$ cat config.mk
export PLATFORM = sky130hd
export DESIGN_NAME = ser_frame_tx_flat
export DESIGN_NICKNAME = d
export VERILOG_FILES = /design/src/rtl/ser_pkg.sv /design/src/rtl/ser_frame_tx_if.sv /design/src/rtl/ser_frame_tx.sv /design/src/flat_wrapper.sv
export SDC_FILE = /design/constraint.sdc
export NUM_CORES = 1
export LEC_CHECK = 0
export CAP_MARGIN = 20
export CORE_UTILIZATION = 40
export CTS_CLUSTER_SIZE = 20
export DETAILED_ROUTE_END_ITERATION = 12
export SLEW_MARGIN = 15
export SYNTH_ARGS = -nofsm -noshare
export SYNTH_HDL_FRONTEND = slang
export SYNTH_SLANG_ARGS = --single-unit
$ cat constraint.sdc
create_clock -name clk -period 2.07 [get_ports clk]
set_input_delay 0.621 -clock clk [delete_from_list [all_inputs] [get_ports clk]]
set_output_delay 0.621 -clock clk [all_outputs]
set_load 0.01 [all_outputs]
$ cat src/rtl/ser_pkg.sv
// rtl/ser_pkg.sv - shared states, line levels and frame length for the serial frame transmitter
package ser_pkg;

    typedef enum logic [1:0] {
        IDLE   = 2'd0,
        START  = 2'd1,
        DATA   = 2'd2,
        PARITY = 2'd3
    } ser_state_t;

    localparam logic START_BIT  = 1'b1;
    localparam logic IDLE_LEVEL = 1'b0;

    function automatic int frame_len(input int width, input bit parity_en);
        return 1 + width + (parity_en ? 1 : 0);
    endfunction

endpackage

$ cat src/rtl/ser_frame_tx_if.sv
// rtl/ser_frame_tx_if.sv - word handshake into the serial frame transmitter
interface ser_frame_tx_if #(
    parameter int WIDTH = 8
);
    logic [WIDTH-1:0] in_data;
    logic             in_valid;
    logic             in_ready;

    modport master (output in_data, output in_valid, input in_ready);
    modport slave  (input in_data, input in_valid, output in_ready);
endinterface

$ cat src/rtl/ser_frame_tx.sv
// rtl/ser_frame_tx.sv - parallel-to-serial frame transmitter: start bit, WIDTH data bits, optional parity
// Optional even parity bit enabled by defining SER_TX_PARITY_EN.
module ser_frame_tx
    import ser_pkg::*;
#(
    parameter int WIDTH     = 8,
    parameter bit LSB_FIRST = 1'b0
) (
    input  logic               clk,
    input  logic               rst_n,
    ser_frame_tx_if.slave      s,
    output logic               dout,
    output logic               busy,
    output logic               frame_done
);

    localparam int             CW   = $clog2(WIDTH);
    localparam logic [CW-1:0]  LAST = CW'(WIDTH - 1);

    ser_state_t        state;
    logic [WIDTH-1:0]  shreg;
    logic [WIDTH-1:0]  shifted;
    logic [CW-1:0]     cnt;
    logic              next_bit;
`ifdef SER_TX_PARITY_EN
    logic              par;
`endif

    assign s.in_ready = (state == IDLE);

    // The next outgoing bit always sits at the shift end of shreg.
    always_comb begin
        next_bit = 1'b0;
        shifted  = '0;
        if (LSB_FIRST) begin
            next_bit = shreg[0];
            shifted  = shreg >> 1;
        end else begin
            next_bit = shreg[WIDTH-1];
            shifted  = shreg << 1;
        end
    end

    always_ff @(posedge clk or negedge rst_n) begin
        if (!rst_n) begin
            state      <= IDLE;
            dout       <= IDLE_LEVEL;
            busy       <= 1'b0;
            frame_done <= 1'b0;
            shreg      <= '0;
            cnt        <= '0;
`ifdef SER_TX_PARITY_EN
            par        <= 1'b0;
`endif
        end else begin
            frame_done <= 1'b0;
            case (state)
                IDLE: begin
                    if (s.in_valid) begin
                        shreg <= s.in_data;
                        cnt   <= '0;
`ifdef SER_TX_PARITY_EN
                        par   <= ^s.in_data;
`endif
                        state <= START;
                        dout  <= START_BIT;
                        busy  <= 1'b1;
                    end
                end
                START: begin
                    state <= DATA;
                    dout  <= next_bit;
                    shreg <= shifted;
                end
                DATA: begin
                    if (cnt == LAST) begin
`ifdef SER_TX_PARITY_EN
                        state      <= PARITY;
                        dout       <= par;
`else
                        state      <= IDLE;
                        dout       <= IDLE_LEVEL;
                        busy       <= 1'b0;
                        frame_done <= 1'b1;
`endif
                    end else begin
                        cnt   <= cnt + 1'b1;
                        dout  <= next_bit;
                        shreg <= shifted;
                    end
                end
`ifdef SER_TX_PARITY_EN
                PARITY: begin
                    state      <= IDLE;
                    dout       <= IDLE_LEVEL;
                    busy       <= 1'b0;
                    frame_done <= 1'b1;
                end
`endif
                default: begin
                    state <= IDLE;
                    dout  <= IDLE_LEVEL;
                    busy  <= 1'b0;
                end
            endcase
        end
    end

endmodule

$ cat src/flat_wrapper.sv
// flat-port wrapper written by rule: the top's interface ports become plain ports
module ser_frame_tx_flat import ser_pkg::*;
#(
    parameter int WIDTH     = 8,
    parameter bit LSB_FIRST = 1'b0
)
  (clk, rst_n, dout, busy, frame_done, s_in_data, s_in_valid, s_in_ready);
  ser_frame_tx_if #(.WIDTH(WIDTH)) s_i ();
  input  logic clk;
  input  logic rst_n;
  output logic dout;
  output logic busy;
  output logic frame_done;
  input wire logic [$bits(s_i.in_data)-1:0] s_in_data;
  input wire logic [$bits(s_i.in_valid)-1:0] s_in_valid;
  output wire logic [$bits(s_i.in_ready)-1:0] s_in_ready;
  assign s_i.in_data = s_in_data;
  assign s_i.in_valid = s_in_valid;
  assign s_in_ready = s_i.in_ready;
  ser_frame_tx #(.WIDTH(WIDTH), .LSB_FIRST(LSB_FIRST)) u_core (.clk(clk), .rst_n(rst_n), .s(s_i), .dout(dout), .busy(busy), .frame_done(frame_done));
endmodule
==> flow_summary.yaml <==
clock_network:
  cts_max_path_buffers: 2
  cts_setup_buffers: 0
  clock-root-buffer: "clkbuf_4"
  htree_levels: 1
  cts_buffers: 3
  cts_tree: "done"
  clk_pin_slew_ps: 90
  cts_sinks: 16
  clk_latency_ps: 290
  cts_hold_buf: 0
yosys:
  synth_cells: 79
  yosysWarnings: 0
  synth_edf_count: 0
  async_flop_share: 1.00
  synth_seq_cells: 16
  netlist_area_um2: 907
  syn_area_per_cell_um2: 11.5
  synth-seq-area-share: 0.441
  synth_fp_nets: 96
  synth_cell_types: 29
  synth_ff_type: "dfrtp_1"
final_layout:
  final_nets: 118
  layout-drive-gt1-share: 0.270
  area_delta_synth_final_pct: 27.6
  antenna_cells: 0
  fillCellCount: 195
  final_cell_area_um2: 1160
setup_path:
  r2r_end: "u_core.shreg[3]"
  crit_type: "register to primary output"
  end_kind: "primary output"
  r2r_slack_ps: 220
  cp-start-kind: "register"
  rr_startpoint: "u_core.state[0]"
  cp.arrival_ps: 1270
  path_max_fanout: 3
  worstRegToRegCells: 6
  cp.required_ps: 1450
route:
  drt-initial-drc-count: 10
  totalWireLength_mm: 1.58
  drt-wirelength-per-cell_um: 12.4
  drc: 0
  detail-route-antenna-nets: 0
  num_vias: 642
  viasPerCell: 5.06
  dr.pass1.iters: 4
floorplan:
  die_area_um2: 2460
  io_pins: 15
  fp.dieH_um: 49.6
  initial_core_util: 0.444
  core_um2: 2040
  rows: 16
  die_w_um: 49.6
sta:
  finalSetupTns_ps: 0
  hold_viol: 0
  slew_viol_final: 0
  slew_headroom: 0.750
  worst_slew_pin_slew_ps: 374
  clock_skew_ps: 4.25
  setup_viol: 0
  holdWs_ps: 505
  fmax_mhz: 529
  period_share: 0.914
  period_minus_slack_ps: 1890
  rsz0062_at_grt: "no"
  layout_setup_ws_ps: 179
run_status:
  status: "completed"
global_routing:
  antenna_found_initial: 0
  grt_max_degree: 17
  grt_remaining_overflow: 0
  first_global_vias: 667
  track_usage: 0.156
  grt_pass1_wl_mm: 2.88
pwr:
  p_leak_nw: 0.522
  power.total_mw: 1.69
  vdd_drop_max_uv: 852
  powerDensity_nw_per_um2: 1460
placed_design:
  io_buffers: 14
  gp_congestion: 0.787
  dp_hpwl_mm: 1.19
  place_area_um2: 1120
  dp_slack_ps: 49.4
hold_path:
  hold_end: "u_core.shreg[2]"
  hp-start: "u_core.shreg[2]"
  whs_path_depth: 1
  hold_path_class: "register to register"
job:
  maxCapViolCount: 0
-- cell families after synthesis --
family          count (synthesis)  synth area share
fa+ha+maj                       6            0.0828
mux                            16             0.196
compound gates                 12            0.0897
buf+inv                         7            0.0345
simple gates                   22             0.156
flops                          16             0.441
-- critical path, cell delays in order, from the launching register on --
cell	delay, ps
dfrtp_1	390
inv_1	90
ha_1	220
dlygate4sd2_1	290
-- layout by cell type, fill, tap and decap left out, types with 2 or more instances in the layout --
cell / instances
o21ai_0: 3
buf_4: 5
nand2_1: 2
mux2_2: 14
clkdlybuf4s50_1: 13
clkbuf_4: 3
dfrtp_1: 16
ha_1: 6
inv_1: 4
nor2_1: 5
nand2b_1: 2
nor2b_1: 5
a21oi_1: 2
mux2i_1: 2
-- cells in the mapped netlist, types with 2 or more instances --
master    count  area share
nor2b_1       5       0.034
nand2_1       2      0.0083
ha_1          6       0.083
nor2_1        5       0.021
a21oi_1       2       0.011
inv_1         4       0.017
dfrtp_1      16        0.44
mux2_2       14        0.17
mux2i_1       2       0.022
nand2b_1      2       0.014
o21ai_0       3       0.017
-- through the flow --
stage,util,std cells
2_1_floorplan,-,79
3_3_place_gp,0.550,123
3_5_place_dp,0.550,123
4_1_cts,0.567,127
5_1_grt,0.567,127
6_report,0.567,127
-- registers in the layout (all words and copies together) (netlist names) --
signal and flops:
u_core.shreg 8, u_core.cnt 3, u_core.state 2, u_core.busy 1, u_core.dout 1, u_core.frame_done 1
-- repair_timing --
action                                 CTS  global route
setup endpoints to repair                1             0
resized for setup                        1             0
endpoints found under the hold margin    0             0
-- how the worst max path moves through the flow --
stage / startpoint / to / cells past startpoint
2_1_floorplan: u_core.cnt[0] / u_core.shreg[0] / 5
6_report: u_core.state[0] / s_in_ready / 3
3_3_place_gp: s_in_valid / u_core.shreg[4] / 5
3_5_place_dp: s_in_valid / u_core.cnt[0] / 5
4_1_cts: u_core.state[0] / s_in_ready / 3
5_1_grt: u_core.state[0] / s_in_ready / 3
-- metal layers --
layer	vias to the layer above	GRT usage	wire [um]
met3	2	0.0556	62
met2	11	0.232	661
li1	324	-	-
met1	305	0.214	842
met4	0	0.0429	12
met5	-	0	0
-- final cells by class --
| type | instances | area (um^2) | area share |
|---|---|---|---|
| Clock buffer | 4 | 36.3 | 0.0314 |
| Inverter | 4 | 15.0 | 0.0130 |
| Multi-Input combinational cell | 56 | 475 | 0.411 |
| Sequential cell | 16 | 400 | 0.346 |
| Tap cell | 27 | 33.8 | 0.0292 |
| Timing Repair Buffer | 20 | 196 | 0.170 |
-- power breakdown --
group	internal, mW	leakage [nW]	switching, mW	total (mW)
combinational	0.551	0.301	0.405	0.955
sequential	0.455	0.200	0.0727	0.528
clock	0.107	0.0210	0.0973	0.204
total	1.11	0.522	0.575	1.69
No activity file was read; power rests on OpenSTA's default activity.
